### src/rtl/fetch_pkg.sv
// Shared types and constants for the fetch stage.
// Holds the sequencer state encoding and the PC wrap helper.
package fetch_pkg;

  localparam int DEF_XLEN = 32;
  localparam int INSTR_BYTES = 4;
  localparam int DEF_IMEM_BYTES = 84;
  localparam logic [DEF_XLEN-1:0] DEF_RESET_PC = '0;

  typedef enum logic [2:0] {
    FETCH_BOOT,
    FETCH_REQ,
    FETCH_WAIT,
    FETCH_HOLD,
    FETCH_DROP
  } fetch_state_e;

  function automatic logic [DEF_XLEN-1:0] pc_next_wrap(
    input logic [DEF_XLEN-1:0] pc,
    input logic [DEF_XLEN-1:0] limit
  );
    logic [DEF_XLEN-1:0] nxt;
    nxt = pc + DEF_XLEN'(INSTR_BYTES);
    return (nxt >= limit) ? '0 : nxt;
  endfunction

endpackage

### src/rtl/fetch_out_reg.sv
// One-entry valid/ready buffer between fetch and decode.
// Flush beats load, and load beats a plain transfer.
module fetch_out_reg
  import fetch_pkg::*;
#(
  parameter int XLEN = DEF_XLEN
) (
  input  logic            i_clk,
  input  logic            i_reset,
  input  logic            i_load,
  input  logic [XLEN-1:0] i_load_pc,
  input  logic [31:0]     i_load_instr,
  input  logic            i_flush,
  input  logic            i_ready,
  output logic            o_valid,
  output logic [XLEN-1:0] o_pc,
  output logic [31:0]     o_instr
);

  logic            r_valid;
  logic [XLEN-1:0] r_pc;
  logic [31:0]     r_instr;

  always_ff @(posedge i_clk) begin
    if (i_reset) begin
      r_valid <= 1'b0;
      r_pc    <= '0;
      r_instr <= '0;
    end else if (i_flush) begin
      r_valid <= 1'b0;
    end else if (i_load) begin
      r_valid <= 1'b1;
      r_pc    <= i_load_pc;
      r_instr <= i_load_instr;
    end else if (r_valid && i_ready) begin
      r_valid <= 1'b0;
    end
  end

  assign o_valid = r_valid;
  assign o_pc    = r_pc;
  assign o_instr = r_instr;

endmodule

### src/rtl/fetch_sequencer.sv
// Fetch-stage controller: owns the PC, issues one imem read at a time,
// buffers results for decode and handles redirects with response drop.
module fetch_sequencer
  import fetch_pkg::*;
#(
  parameter int              XLEN       = DEF_XLEN,
  parameter int              IMEM_BYTES = DEF_IMEM_BYTES,
  parameter logic [XLEN-1:0] RESET_PC   = DEF_RESET_PC
) (
  input  logic            i_clk,
  input  logic            i_reset,
  input  logic            i_redirect_valid,
  input  logic [XLEN-1:0] i_redirect_pc,
  output logic            o_imem_req,
  output logic [XLEN-1:0] o_imem_addr,
  input  logic            i_imem_rvalid,
  input  logic [31:0]     i_imem_rdata,
  output logic            o_fetch_valid,
  input  logic            i_fetch_ready,
  output logic [XLEN-1:0] o_fetch_pc,
  output logic [31:0]     o_fetch_instr,
  output logic            o_fetch_fault
);

  localparam logic [XLEN-1:0] LIMIT = XLEN'(IMEM_BYTES);

  fetch_state_e    r_state;
  logic [XLEN-1:0] r_pc;
  logic            r_req;
  logic [XLEN-1:0] r_addr;
  logic            r_fault;

  logic            w_valid;
  logic            w_redir;
  logic            w_illegal;
  logic [XLEN-1:0] w_target;
  logic            w_free;
  logic            w_got;
  logic            w_load;
  logic [XLEN-1:0] w_pc_next;

  assign w_redir   = i_redirect_valid && (r_state != FETCH_BOOT);
  assign w_illegal = (i_redirect_pc[1:0] != 2'b00) ||
                     (i_redirect_pc >= LIMIT);
  assign w_target  = w_illegal ? RESET_PC :
                     {i_redirect_pc[XLEN-1:2], 2'b00};
  assign w_free    = !w_valid || i_fetch_ready;
  assign w_got     = (r_state == FETCH_WAIT) && i_imem_rvalid;
  assign w_load    = w_got && w_free && !w_redir;
  assign w_pc_next = pc_next_wrap(r_pc, LIMIT);

  always_ff @(posedge i_clk) begin
    if (i_reset) begin
      r_state <= FETCH_BOOT;
      r_pc    <= RESET_PC;
      r_req   <= 1'b0;
      r_addr  <= '0;
      r_fault <= 1'b0;
    end else begin
      r_req   <= 1'b0;
      r_fault <= 1'b0;
      if (w_redir) begin
        r_pc    <= w_target;
        r_fault <= w_illegal;
        if (r_state == FETCH_WAIT && !i_imem_rvalid) begin
          r_state <= FETCH_DROP;
        end else begin
          r_state <= FETCH_REQ;
          r_req   <= 1'b1;
          r_addr  <= w_target;
        end
      end else begin
        unique case (r_state)
          FETCH_BOOT: begin
            r_state <= FETCH_REQ;
            r_req   <= 1'b1;
            r_addr  <= r_pc;
          end
          FETCH_REQ: begin
            r_state <= FETCH_WAIT;
          end
          FETCH_WAIT: begin
            if (i_imem_rvalid) begin
              // a full, unconsumed buffer forces a refetch of this pc
              if (w_free) begin
                r_pc <= w_pc_next;
                if (i_fetch_ready) begin
                  r_state <= FETCH_REQ;
                  r_req   <= 1'b1;
                  r_addr  <= w_pc_next;
                end else begin
                  r_state <= FETCH_HOLD;
                end
              end else begin
                r_state <= FETCH_HOLD;
              end
            end
          end
          FETCH_HOLD: begin
            if (i_fetch_ready) begin
              r_state <= FETCH_REQ;
              r_req   <= 1'b1;
              r_addr  <= r_pc;
            end
          end
          FETCH_DROP: begin
            if (i_imem_rvalid) begin
              r_state <= FETCH_REQ;
              r_req   <= 1'b1;
              r_addr  <= r_pc;
            end
          end
          default: r_state <= FETCH_BOOT;
        endcase
      end
    end
  end

  fetch_out_reg #(
    .XLEN(XLEN)
  ) u_out (
    .i_clk        (i_clk),
    .i_reset      (i_reset),
    .i_load       (w_load),
    .i_load_pc    (r_pc),
    .i_load_instr (i_imem_rdata),
    .i_flush      (w_redir),
    .i_ready      (i_fetch_ready),
    .o_valid      (w_valid),
    .o_pc         (o_fetch_pc),
    .o_instr      (o_fetch_instr)
  );

  assign o_imem_req    = r_req;
  assign o_imem_addr   = r_addr;
  assign o_fetch_valid = w_valid;
  assign o_fetch_fault = r_fault;

endmodule

### config.mk
export PLATFORM = sky130hd
export DESIGN_NAME = fetch_sequencer
export DESIGN_NICKNAME = d
export VERILOG_FILES = /design/src/rtl/fetch_pkg.sv /design/src/rtl/fetch_out_reg.sv /design/src/rtl/fetch_sequencer.sv
export SDC_FILE = /design/constraint.sdc
export NUM_CORES = 1
export LEC_CHECK = 0
export BUFFER_PORTS_ARGS = -buffer_cell sky130_fd_sc_hd__buf_4
export CAP_MARGIN = 10
export CORE_ASPECT_RATIO = 1.1
export CORE_MARGIN = 4
export CORE_UTILIZATION = 45
export CTS_BUF_LIST = sky130_fd_sc_hd__clkbuf_8
export CTS_CLUSTER_SIZE = 8
export DETAILED_ROUTE_END_ITERATION = 10
export PLACE_DENSITY_LB_ADDON = 0.2
export RECOVER_POWER = 100
export SETUP_SLACK_MARGIN = 0.15
export SLEW_MARGIN = 10
export SYNTH_ARGS = -nofsm -noshare
export SYNTH_HDL_FRONTEND = slang
export SYNTH_SLANG_ARGS = --single-unit
### constraint.sdc
create_clock -name i_clk -period 5 [get_ports i_clk]
set_clock_uncertainty 0.05 [all_clocks]
set_input_delay 0.75 -clock i_clk [delete_from_list [all_inputs] [get_ports i_clk]]
set_output_delay 0.75 -clock i_clk [all_outputs]
set_load 0.01 [all_outputs]
== Word-level counts from Yosys, hierarchy flattened ==
Index checks and enable logic that the tools add are counted.
Storage, ports and cells
  flip-flop bits (word level): 134
  output and inout bits: 99
  word-level logic and storage cells: 78
Cells by class
  add/sub/neg operators: 1
  magnitude comparators: 2
  equal/unequal tests: 10
  mux-type cells: 31
  bitwise operators: 1
  reductions and logical operators: 25
Operator list (number)
  $mux W32: 13
  $pmux W32 S4: 1
  $ge A32 B7 Y1 const B: 2
  $add A32 B3 Y32 const B: 1
  $mux W3: 6
  $ne A3 B3 Y1 const B: 5
  $pmux W3 S5: 1
  $reduce_bool A2 Y1: 5
  $mux W1: 8
  $reduce_and A7 Y1: 1
  $eq A3 B2 Y1 const B: 2
  $logic_and A1 B1 Y1: 6
  $reduce_and A3 Y1: 2
  $reduce_bool A5 Y1: 1
  $pmux W1 S4: 1
  $reduce_or A2 Y1: 2
  $eq A3 B1 Y1 const B: 1
  $eq A3 B3 Y1 const B: 1
  $logic_not A1 Y1: 3
  $logic_not A3 Y1: 1
  $reduce_bool A3 Y1: 1
  $logic_or A1 B1 Y1: 2
  $mux W2: 1
  $ne A2 B2 Y1 const B: 1
  2 further kinds: 2

== Logic depth before layout (Yosys ltp) ==
Gate-level depths: netlist of run 1.
  depth after elaboration: 8
  depth in mapped cells: 10

== By module ==
Synthesis of run 1 repeated with hierarchy kept, for this count alone.
Second synthesis, totals
  cell total of the unflattened synthesis: 707
  area, all modules: 6447.4 um^2
By module, submodules not included
  fetch_sequencer: times used 1, cells an instance 411, area an instance 3364.5 um^2, seq. area each 1381.3 um^2
  fetch_out_reg: times used 1, cells an instance 296, area an instance 3083.0 um^2, seq. area each 1301.2 um^2

== Least setup slack after synthesis of run 1 ==
OpenSTA, ideal clock, no wires.
  path type: flip-flop to flip-flop
  start point: register r_pc[9]
  end point: register r_addr[6] (netlist: o_imem_addr[6])
  library setup time: 0.091 ns
  arrival time: 2.540 ns
  required time: 4.859 ns
  path slack: 2.319 ns
  cell stages (with the launch flop): 9
  period minus slack after synthesis: 2.681 ns
  cell sequence: dfxtp_1 buf_6 nand3_4 or4_4 or4_1 mux2i_1 nor4b_4 o211ai_1 a311oi_1
On the way
  longest elaborated chain between the ends: 8
RTL lines
  start: declaration: RTL line fetch_sequencer.sv:28  | logic [XLEN-1:0] r_pc;
  start signal: assignment: RTL line fetch_sequencer.sv:63  | r_pc <= w_target;
  start signal: assignment: RTL line fetch_sequencer.sv:86  | r_pc <= w_pc_next;
  $add A32 B3 Y32: RTL line fetch_pkg.sv:23  | nxt = pc + DEF_XLEN'(INSTR_BYTES);
  $ge A32 B7 Y1: RTL line fetch_pkg.sv:24  | return (nxt >= limit) ? '0 : nxt;
  $mux W32: RTL line fetch_pkg.sv:24
  $mux W32: RTL line fetch_sequencer.sv:87  | if (i_fetch_ready) begin
  $mux W32: RTL line fetch_sequencer.sv:85  | if (w_free) begin
  $mux W32: RTL line fetch_sequencer.sv:83  | if (i_imem_rvalid) begin
  $pmux W32 S4: RTL line fetch_sequencer.sv:73  | unique case (r_state)
  $mux W32: RTL line fetch_sequencer.sv:62  | if (w_redir) begin
  end signal: assignment: RTL line fetch_sequencer.sv:70  | r_addr <= w_target;
  end signal: assignment: RTL line fetch_sequencer.sv:77  | r_addr <= r_pc;
  end signal: assignment: RTL line fetch_sequencer.sv:90  | r_addr <= w_pc_next;
  end: declaration: RTL line fetch_sequencer.sv:30  | logic [XLEN-1:0] r_addr;
Every way passes these cells. The select of a mux whose other input is x is not followed.
A chain may end at the register's enable or synchronous reset.

== Worst setup path in the final report of run 1 ==
  start point: register r_state[1]
  end point: register u_out.r_instr[4] (netlist: u_out.o_instr[4])
On the way
  longest elaborated chain between the ends: 5
RTL lines
  start: declaration: RTL line fetch_sequencer.sv:27  | fetch_state_e r_state;
  start signal: assignment: RTL line fetch_sequencer.sv:54  | r_state <= FETCH_BOOT;
  start signal: assignment: RTL line fetch_sequencer.sv:66  | r_state <= FETCH_DROP;
  start signal: assignment: RTL line fetch_sequencer.sv:68  | r_state <= FETCH_REQ;
  $eq A3 B2 Y1 / $reduce_bool A3 Y1 (equally long branches): RTL line fetch_sequencer.sv:48, fetch_sequencer.sv:42
  $logic_and A1 B1 Y1, on equally long branches: RTL line fetch_sequencer.sv:48, fetch_sequencer.sv:42
  $logic_and A1 B1 Y1 / $logic_not A1 Y1 (equally long branches): RTL line fetch_sequencer.sv:49  | assign w_load = w_got && w_free && !w_redir;
  $logic_and A1 B1 Y1: RTL line fetch_sequencer.sv:49
  $reduce_and A2 Y1 (no source line) *
  end signal: assignment: RTL line fetch_out_reg.sv:34  | r_instr <= i_load_instr;
  end: declaration: RTL line fetch_out_reg.sv:22  | logic [31:0] r_instr;
Every way passes the cells marked *; elsewhere a longest branch is shown, timed or not.

==> impl_results.md, run 1 <==
- Status: complete, but fails checks
- Failing checks: max-capacitance violations, max-slew violations
- DRC violations left: 0
- Count of instances resized after the clock tree is built: 0
- Period Utilization, post-route: 0.720
- Crit Reg-Reg Endpoint: u_out.o_instr[4]
- Warnings, synthesis: 0
- Post-Synthesis Cells: 727
- Netlist area before placement: 5860 um^2
- Clock tree from TritonCTS: done
- Wire length of the first global-routing pass: 26.5 mm
- Buffers inserted by post-CTS timing repair: 0
- Crit path required time: 5300 ps
- Max capacitance violation total: 3
- Pin count of the biggest net entering global routing: 73
- Met2 routing resource usage after global routing: 0.364
- Total routing usage reported by global routing: 0.222
- Buf+Inv Stages, Crit Path: 2
- Worst-case reg-to-reg path depth: 7
- Antenna diode count: 0
- Commonest cells after routing, fill and taps aside: nand2_1, dfxtp_1, a21oi_1
- Most common cell after layout, fill and taps aside: nand2_1
- Number of fill cells in the layout: 1294
- Post-synthesis net count: 799
- Cell family with most CP delay: simple AND/OR/NAND/NOR gates
- Mean routed wirelength per cell: 15.7 um
- Post-synthesis area per instance: 8.06 um^2
- CP max stage cell: nor2_1
- Number of global-route vias before repair: 5417
- Cell repeated most along the worst path: buf_4
- Synthesized-area fraction occupied by adder cells: 0.00641
- Slew Limit Headroom: -1.05
- Global placement routability congestion: 0.894
- Post-layout min period: 3600 ps
- Global routing met1 resource utilization: 0.288
- Cell chain of the critical path: nor3b_1 > buf_4 > nand3_1 > nor2_1 > buf_4 > nand2_1 > a21oi_1
- Share of cells above drive strength 1: 0.138
- Type of the worst min-delay path: flop to flop
- Sequential area share after synthesis: 0.458
- Worst VDD drop: 0.187 mV
- RR Startpoint: r_state[1]
- Port bufs: 167
- Instance count along the most critical hold path: 2
- Total clock buffers created by CTS: 17
- Multiplexer fraction of the synthesized cell area: 0.00171
- Die footprint: 14900 um^2
- Peak fanout along the critical path: 35
- Transition time at the pin with the least slew margin: 3080 ps
- Horizontal die dimension: 117 um
- CTS root buffer: clkbuf_8
- Hold-fix buffers, CTS: 0
- Number of distinct library cells after synthesis: 56
- Setup crit end kind: flop
- Via count: 5739
- Global route total overflow: 0
- Most frequently used flop master after synthesis: dfxtp_1
- Hold Path End: u_out.o_instr[24]
- Leakage: 0.00257 uW
- Area taken by flip-flops and latches: 2680 um^2
- Placeable core area: 12700 um^2
- Setup TNS: 0 ps
- WP depth: 7
- Post-route ant nets: 0
- Share of synthesized flip-flops with an asynchronous set or reset: 0
- Start-to-end type of the worst setup path: flop to flop
- Setup violators final: 0
- Number of antenna violations at the first check in global routing: 0
- Chip height: 128 um
- Power density cells: 302 nW/um^2
- RSZ-0062 raised after global routing: no
- Number of DRC markers after the initial detailed-route iteration: 443
- Post-synthesis compound-gate area fraction: 0.160
- Drt total wl: 16.3 mm
- Layout Area Growth over Synthesis: 21.5%
- Number of levels in the clock H-tree: 4
- Worst Setup Start Kind: flop
- Starting density of the core: 0.461
- Clock latency at the later pin of the worst-skew pair: 450 ps
- Simple-gate portion of the synthesized area: 0.309
- Maximum clock frequency: 0.278 GHz
- Main combinational cell family by area after synthesis: simple AND/OR/NAND/NOR gates
- Hold Violations, Final: 0
- CP Data Arrival Time: 3900 ps
- Number of detailed-routing iterations run before antenna repair: 5
- GR met3 Demand/Resource: 0.0567
- I/O pin count: 168
- Number of cell rows: 43
- Register bit count reported by yosys: 134
- XOR/XNOR Fraction of Synth Area: 0.0194
- Number of buffers on the longest clock path: 2
- Slew Viols, Final: 150
- Clock input transition at the sequential cells of the worst setup and hold paths: 70 ps
- Most Crowded Layer GR: met2
- Slack of the worst reg-to-reg path: 1400 ps
- PnR Total Power: 2150 uW
- DP Wirelength: 11.6 mm
- Post-layout net count: 937
- Hold Crit Start: u_out.o_instr[24]
- Number of sinks handled by clock tree synthesis: 134
- Footprint of the multi-input gates: 2890 um^2
- Vias per cell: 5.55
- Number of enable-type register cells in the synthesized netlist: 0
- Maximum cell stage delay along the critical path: 1620 ps
cell families after synthesis:
group,after synthesis
AO/OA/AOI/OAI,156
flip-flops,134
XOR/XNOR,13
AND/OR/NAND/NOR,356
multiplexers,1
buffers and inverters,64
adder cells (fa/ha/maj),3
per-layer routing:
layer / vias up / part of all wire
met5: - / 0
met4: 0 / 0.013
met3: 19 / 0.064
met2: 209 / 0.49
met1: 2686 / 0.43
li1: 2825 / -
layout make-up:
| class | count | share of cell area |
|---|---|---|
| clock inverters | 12 | 0.0179 |
| inverters | 9 | 0.00475 |
| clock buffers | 19 | 0.0367 |
| repair buffers | 174 | 0.130 |
| well taps | 157 | 0.0276 |
| multi-input cells | 529 | 0.406 |
| flip-flops and latches | 134 | 0.377 |
Yosys cell counts (all sizes together), types with 5 or more instances:
cell type | n | area, um^2
nand2 | 146 | 548
dfxtp | 134 | 2680
a21oi | 102 | 510
nor2 | 54 | 203
clkbuf | 45 | 169
nor4 | 27 | 199
and3 | 25 | 156
and2 | 22 | 138
nand3 | 19 | 125
nand4 | 17 | 106
nor3 | 17 | 96.4
buf | 10 | 68.8
xnor2 | 10 | 87.6
inv | 9 | 33.8
o211ai | 8 | 60.1
nand2b | 7 | 43.8
or4 | 6 | 56.3
o22ai | 5 | 31.3
worst max-delay path by stage:
| stage | startpoint | endpoint |
|---|---|---|
| 6_report | r_state[1] | u_out.o_instr[4] |
| 5_1_grt | r_state[1] | u_out.o_instr[13] |
| 4_1_cts | r_pc[2] | o_imem_addr[0] |
| 3_5_place_dp | r_pc[2] | o_imem_addr[1] |
| 3_3_place_gp | r_pc[2] | o_imem_addr[1] |
| 2_1_floorplan | r_pc[9] | o_imem_addr[6] |
where the power goes:
part | switching, uW | internal, uW
sequential | 11.8 | 1080
clock | 416 | 465
combinational | 109 | 66.8
sequential cells by signal, summed over array words and instances, names as in the netlist:
register       count
o_fetch_fault      1
o_imem_addr       32
o_imem_req         1
r_pc              32
r_state            3
u_out.o_instr     32
u_out.o_pc        32
u_out.o_valid      1
metrics by stage:
| step | instances | utilization | instance area [um^2] | setup WS, ps | hold slack (ps) |
|---|---|---|---|---|---|
| 6_report | 1034 | 0.561 | 7120 | 1400 | 405 |
| 5_1_grt | 1034 | 0.561 | 7120 | 835 | 422 |
| 4_1_cts | 1034 | 0.593 | 7530 | 1770 | 408 |
| 3_5_place_dp | 1003 | 0.562 | 7140 | 1810 | 397 |
| 3_3_place_gp | 1003 | 0.562 | 7140 | 1940 | 392 |
| 2_1_floorplan | 727 | - | 5860 | 2320 | 399 |
worst reg2reg max path: stages (launching register included):
cell and delay, ps:
dfxtp_1 480, nor3b_1 220, buf_4 220, nand3_1 110
nor2_1 1620, buf_4 540, nand2_1 120, a21oi_1 120
(Power assumes the default switching activity.)
==> run 2, diff against run 1 <==
==> constraint.sdc (replaced) <==
create_clock -name i_clk -period 3.08 [get_ports i_clk]
set_clock_uncertainty 0.05 [all_clocks]
set_input_delay 0.462 -clock i_clk [delete_from_list [all_inputs] [get_ports i_clk]]
set_output_delay 0.462 -clock i_clk [all_outputs]
set_load 0.01 [all_outputs]
==> run 2 against run 1 <==
The run now ends clean. Register-to-register slack worse by 1200 ps. First-iteration DRC count down 7.9%. Final cell count up 2.7%. Global-route usage up 1.5 points. Worst setup slack worse by 1200 ps. Sequential share of layout area down 1.4 points. Non-clock buffer count up 27. Fmax up 26%. Critical endpoint is now o_imem_addr[1]. Largest power group unchanged.
==> impl_results.md, run 2 (synthesis gave the netlist of run 1 again) <==
- Number of detailed-routing iterations run before antenna repair: 5 (unchanged)
- Setup TNS: 0 ps (unchanged)
- Slew Limit Headroom: 0.135 (+1.19)
- Crit path required time: 3360 ps (-1940 ps)
- Number of global-route vias before repair: 5582 (+3.0%)
- Number of cell rows: 43 (unchanged)
- DP Wirelength: 12.8 mm (+10%)
- Worst Setup Start Kind: flop
- Switching Fraction: 0.252 (+0.00265)
- Status: finished clean
- Capturing instance or port of the critical path: o_imem_addr[1]
- Total clock buffers created by CTS: 17 (unchanged)
- Mean routed wirelength per cell: 16.7 um (+6.4%)
- Placeable core area: 12700 um^2 (unchanged)
- Cell-internal power: 2700 uW (+67%)
- Total routing usage reported by global routing: 0.237 (+0.0151)
- Post-layout min period: 2850 ps (-749 ps)
- Worst-case reg-to-reg path depth: 9 (+2)
- Max capacitance violation total: 0 (-3)
- Global route total overflow: 0 (unchanged)
- Drt total wl: 17.8 mm (+9.3%)
- DRC violations left: 0 (unchanged)
- Clock network fraction of total power: 0.424 (+0.014)
- Number of DRC markers after the initial detailed-route iteration: 408 (-7.9%)
- RR Startpoint: r_pc[2]
- CP Data Arrival Time: 3130 ps (-770 ps)
- Number of buffers on the longest clock path: 2 (unchanged)
- Chip height: 128 um (unchanged)
- Crit Reg-Reg Endpoint: o_imem_addr[1]
- Cell family with most CP delay: simple AND/OR/NAND/NOR gates
- Most common cell after layout, fill and taps aside: nand2_1
- Pin count of the biggest net entering global routing: 65 (-11%)
- Setup crit end kind: flop
- Start-to-end type of the worst setup path: flop to flop
- CP max stage cell: or4_1
- Wire length of the first global-routing pass: 28.2 mm (+6.4%)
- Global placement routability congestion: 0.916 (+2.5%)
- Type of the worst min-delay path: input port to flop
- Worst setup path startpoint: r_pc[2]
- CTS root buffer: clkbuf_8
- Peak fanout along the critical path: 9 (-74%)
- PnR Total Power: 3610 uW (+68%)
- Transition time at the pin with the least slew margin: 1300 ps (-1780 ps)
- Horizontal die dimension: 117 um (unchanged)
- Final design area excluding fillers: 7400 um^2 (+4.0%)
- Setup violators final: 0 (unchanged)
- Number of levels in the clock H-tree: 4 (unchanged)
- Worst VDD drop: 0.266 mV (+42%)
- Antenna diode count: 0 (unchanged)
- Leakage: 0.00272 uW (+5.9%)
- Number of antenna violations at the first check in global routing: 0 (unchanged)
- Clock tree from TritonCTS: done
- Maximum clock frequency: 0.351 GHz (+26%)
- Buf+Inv Stages, Crit Path: 1 (-1)
- Sw Pwr: 912 uW (+70%)
- Post-route ant nets: 0 (unchanged)
- Power density cells: 488 nW/um^2 (+62%)
- Vias per cell: 5.56 (+0.11%)
- Period Utilization, post-route: 0.925 (+0.206)
- I/O pin count: 168 (unchanged)
- Commonest cells after routing, fill and taps aside: nand2_1, dfxtp_1, clkbuf_1
- Starting density of the core: 0.461 (unchanged)
- Slack of the worst reg-to-reg path: 230 ps (-1170 ps)
- Maximum cell stage delay along the critical path: 560 ps (-1060 ps)
- WP depth: 9 (+2)
- Clock input transition at the sequential cells of the worst setup and hold paths: 80 ps (about the same)
- Util after Layout: 0.583 (+0.0225)
- Port bufs: 167 (unchanged)
- Cell chain of the critical path: ha_4 > nand3_4 > or4_1 > o31ai_2 > nand4_1 > nor4_4 > buf_4 > nand3_2 > o32ai_1
- Post-layout net count: 964 (+2.9%)
- Via count: 5901 (+2.8%)
- RSZ-0062 raised after global routing: no
- Layout Area Growth over Synthesis: 26.4%
- Clock latency at the later pin of the worst-skew pair: 450 ps (about the same)
- Die footprint: 14900 um^2 (unchanged)
- Hold Violations, Final: 0 (unchanged)
- Number of sinks handled by clock tree synthesis: 134 (unchanged)
- Number of fill cells in the layout: 1262 (-2.5%)
- Portion of total power attributed to sequential cells: 0.491 (-0.017)
- Slew Viols, Final: 0 (-100%)
- Share of total power in combinational logic: 0.085 (+0.003)
- Hold-fix buffers, CTS: 0 (unchanged)
- Share of cells above drive strength 1: 0.176 (+0.0377)
- Area post-placement: 7330 um^2 (+2.7%)
run 2: changes by cell type in the layout (fill, tap and decap cells not counted), moves of 2 or more:
cell,before,now
nand3_2,0,3
dfxtp_2,0,6
nor4_1,25,23
clkinv_4,0,4
clkbuf_1,101,105
clkinvlp_4,4,1
buf_4,72,93
clkbuf_2,0,2
dfxtp_1,134,128
nor4_2,0,2
nand3_1,18,14
run 2: worst min-delay path by stage:
stage / start / cells past startpoint / endpoint
floorplan: r_pc[0] / 2 / u_out.o_pc[0]
global placement: u_out.o_instr[14] / 2 / u_out.o_instr[14]
detailed placement: u_out.o_instr[14] / 2 / u_out.o_instr[14]
CTS: i_imem_rdata[23] / 3 / u_out.o_instr[23]
global route: i_imem_rdata[15] / 3 / u_out.o_instr[15]
finish: i_imem_rdata[14] / 3 / u_out.o_instr[14]
run 2: area by class of cell:
type                            count  area (um^2)  area share
Multi-Input combinational cell    529         2950       0.399
Sequential cell                   134         2690       0.363
Timing Repair Buffer              201         1110       0.150
Clock buffer                       18          248      0.0335
Tap cell                          157          196      0.0265
Clock inverter                     14          174      0.0235
Inverter                            9         33.8     0.00456
run 2: power by group through the flow:
stage / clock network, uW / logic [uW] / registers [uW]
2_1_floorplan: 0 / 154 / 1810
3_3_place_gp: 0 / 322 / 1810
3_5_place_dp: 0 / 326 / 1810
4_1_cts: 1570 / 327 / 1770
5_1_grt: 1660 / 337 / 1770
6_report: 1530 / 307 / 1770
run 2: tightest hold or removal path, delay by kind of cell:
kind	cells	cell delay (ps)
buf+inv	1	110
simple gates	1	50
compound gates	1	50
run 2: repair_timing:
item / 4_1_cts / 5_1_grt
gates resized for setup: 2 / 12
setup buffers: 0 / 1
pin swaps: 0 / 3
endpoints found under the setup margin: 1 / 9
run 2: per-stage QoR:
stage,hold slack [ps],worst slack [ps],instances
6_report,209,230,1062
5_1_grt,188,79.9,1062
4_1_cts,183,173,1061
3_5_place_dp,397,103,1029
3_3_place_gp,392,302,1029
2_1_floorplan,399,399,727
run 2: layer usage:
| metal | share of wire | wire length, um | global-route usage | vias to the layer above |
|---|---|---|---|---|
| li1 | - | - | - | 2878 |
| met1 | 0.42 | 7450 | 0.315 | 2779 |
| met2 | 0.50 | 8850 | 0.388 | 215 |
| met3 | 0.067 | 1190 | 0.0453 | 29 |
| met4 | 0.016 | 289 | 0.0756 | 0 |
| met5 | 0 | 0 | 0 | - |
==> run 3, diff against run 2 <==
--- a/config.mk
+++ b/config.mk
@@ -5,14 +5,14 @@
 export SDC_FILE = /design/constraint.sdc
 export NUM_CORES = 1
 export LEC_CHECK = 0
-export BUFFER_PORTS_ARGS = -buffer_cell sky130_fd_sc_hd__buf_4
 export CAP_MARGIN = 10
 export CORE_ASPECT_RATIO = 1.1
 export CORE_MARGIN = 4
 export CORE_UTILIZATION = 45
-export CTS_BUF_LIST = sky130_fd_sc_hd__clkbuf_8
+export CTS_BUF_LIST = sky130_fd_sc_hd__clkbuf_4 sky130_fd_sc_hd__clkbuf_8 sky130_fd_sc_hd__clkbuf_16
 export CTS_CLUSTER_SIZE = 8
 export DETAILED_ROUTE_END_ITERATION = 10
+export DONT_BUFFER_PORTS = 1
 export PLACE_DENSITY_LB_ADDON = 0.2
 export RECOVER_POWER = 100
 export SETUP_SLACK_MARGIN = 0.15
==> constraint.sdc (replaced) <==
create_clock -name i_clk -period 3.08 [get_ports i_clk]
set_clock_uncertainty 0.05 [all_clocks]
set_input_delay 0.462 -clock i_clk [delete_from_list [all_inputs] [get_ports i_clk]]
set_output_delay 0.462 -clock i_clk [all_outputs]
set_load 0.05 [all_outputs]
==> run 3 against run 2 <==
Global-route usage shrank 1.6 points. Flip-flop and latch count is the same. Register-to-register slack lost 30 ps. Final cell count shrank 16%. Critical path depth shrank 1. Fmax shrank 1.1%. Hold slack lost 140 ps. Clock-buffer cell count shrank 1. First-iteration DRC count shrank 3.2%. Critical endpoint is now o_imem_addr[3]. Critical path type unchanged. Clock power grew 26%. Die area is the same. Total power grew 9.7%.
==> impl_results.md, run 3 (synthesis gave the netlist of run 1 again) <==
- Drt total wl: 16.3 mm (-8.5%)
- Start-to-end type of the worst setup path: flop to flop
- DP Wirelength: 11.2 mm (-13%)
- Peak fanout along the critical path: 7 (-2)
- RSZ-0062 raised after global routing: yes
- Commonest cells after routing, fill and taps aside: nand2_1, dfxtp_1, a21oi_1
- Wire length of the first global-routing pass: 26.1 mm (-7.6%)
- Layout Area Growth over Synthesis: 13.4%
- Total routing usage reported by global routing: 0.221 (-0.0162)
- Number of sinks handled by clock tree synthesis: 134 (unchanged)
- Number of levels in the clock H-tree: 4 (unchanged)
- Setup violators final: 0 (unchanged)
- Global placement routability congestion: 0.912 (-0.53%)
- Hold Crit Start: i_reset
- DRC violations left: 0 (unchanged)
- Worst setup path startpoint: r_pc[14]
- Placed insts: 857 (-17%)
- Number of cell rows: 43 (unchanged)
- Post-route ant nets: 0 (unchanged)
- Maximum clock frequency: 0.347 GHz (-1.1%)
- Clock tree from TritonCTS: done
- Number of DRC markers after the initial detailed-route iteration: 395 (-3.2%)
- Type of the worst min-delay path: input port to flop
- Total clock buffers created by CTS: 17 (unchanged)
- Share of cells above drive strength 1: 0.125 (-0.0507)
- Setup crit end kind: flop
- Pin count of the biggest net entering global routing: 120 (+85%)
- CP Data Arrival Time: 3170 ps (+40 ps)
- Die footprint: 14900 um^2 (unchanged)
- Via count: 5224 (-11%)
- Leakage: 0.00234 uW (-14%)
- RR Startpoint: r_pc[14]
- Period Utilization, post-route: 0.935 (+0.00990)
- Number of global-route vias before repair: 4979 (-11%)
- Slew Limit Headroom: 0.434 (+0.299)
- Placeable core area: 12700 um^2 (unchanged)
- Most common cell after layout, fill and taps aside: nand2_1
- CTS root buffer: clkbuf_16
- Transition time at the pin with the least slew margin: 849 ps (-449 ps)
- Crit path required time: 3370 ps (about the same)
- Port bufs: 0 (-100%)
- Clock latency at the later pin of the worst-skew pair: 420 ps (-30 ps)
- Antenna diode count: 0 (unchanged)
- Worst Setup Start Kind: flop
- Post-layout net count: 795 (-18%)
- Starting density of the core: 0.461 (unchanged)
- Vias per cell: 5.85 (+5.3%)
- Worst VDD drop: 0.332 mV (+25%)
- Setup TNS: 0 ps (unchanged)
- Chip height: 128 um (unchanged)
- Slew Viols, Final: 0 (unchanged)
- Number of antenna violations at the first check in global routing: 0 (unchanged)
- Hold-fix buffers, CTS: 0 (unchanged)
- Number of detailed-routing iterations run before antenna repair: 5 (unchanged)
- Post-layout min period: 2880 ps (+30.5 ps)
- I/O pin count: 168 (unchanged)
- Max capacitance violation total: 0 (unchanged)
- Final cell count without fillers: 893 (-16%)
- Clock input transition at the sequential cells of the worst setup and hold paths: 60 ps (-20 ps)
- Status: finished clean
- Mean routed wirelength per cell: 18.2 um (+8.8%)
- Horizontal die dimension: 117 um (unchanged)
- Hold Violations, Final: 0 (unchanged)
- Number of buffers on the longest clock path: 2 (unchanged)
- Global route total overflow: 0 (unchanged)
- Power density cells: 596 nW/um^2 (+22%)
## run 3: changes by cell type in the layout (fill, tap and decap cells not counted), moves of 3 or more
cell and change:
clkbuf_1 -100, clkbuf_8 -18, buf_4 -68, and2_1 +5, clkinv_4 -3, dfxtp_2 +4
dfxtp_1 -4, and2_0 -5, clkbuf_16 +17
## run 3: path summary, 6_finish.rpt
path | slack [ps] | cells after the start | endpoint
setup / recovery | 200 | 8 | o_imem_addr[3]
hold / removal | 70 | 1 | o_imem_addr[11]
setup reg to reg | 200 | 8 | o_imem_addr[3]
hold reg to reg | 440 | 2 | u_out.o_pc[11]
## run 3: repair_timing
action | CTS | global route
setup buffers | 2 | 2
gates resized for setup | 0 | 15
setup endpoints to repair | 1 | 8
pin swaps | 1 | 4
endpoints found under the hold margin | 0 | 0
## run 3: final cells by class
type / count / area, um^2
Clock buffer: 17 / 425
Inverter: 9 / 33.8
Timing Repair Buffer: 32 / 219
Multi-Input combinational cell: 529 / 2930
Clock inverter: 15 / 143
Tap cell: 157 / 196
Fill cell: 1249 / 6050
Sequential cell: 134 / 2700
## run 3: worst max-delay path, stage by stage (launching register included)
cell      delay, ps
dfxtp_2         370
inv_2            90
or4_1           610
or4_1           570
mux2i_1         200
nor4b_4         360
buf_4           200
nand4_1         120
a211oi_2        230
## run 3: metal layers
metal / vias up / global-route usage / wire length, um
met1: 2471 / 0.278 / 6660
li1: 2550 / - / -
met2: 179 / 0.359 / 8050
met4: 0 / 0.0722 / 303
met5: - / 0 / 0
met3: 24 / 0.0699 / 1240
## run 3: metrics by stage
step                hold slack (ps)  instance area (um^2)  setup slack, ps  power, uW  utilization
finish                         70.2                  6650              200       3960        0.523
global route                   45.1                  6650             76.7       4120        0.523
CTS                            47.8                  6640              186       4010        0.523
detailed placement              458                  6060              126       2070        0.477
global placement                448                  6060              234       2070        0.477
floorplan                       399                  5860              399       2020            -
## run 3: power breakdown
part           total [uW]  internal [uW]  switching (uW)  leakage [uW]
Clock                1930           1130             805      0.000275
Sequential           1840           1760            79.8       0.00109
Combinational         194           59.7             135      0.000983
Total                3960           2940            1020       0.00234
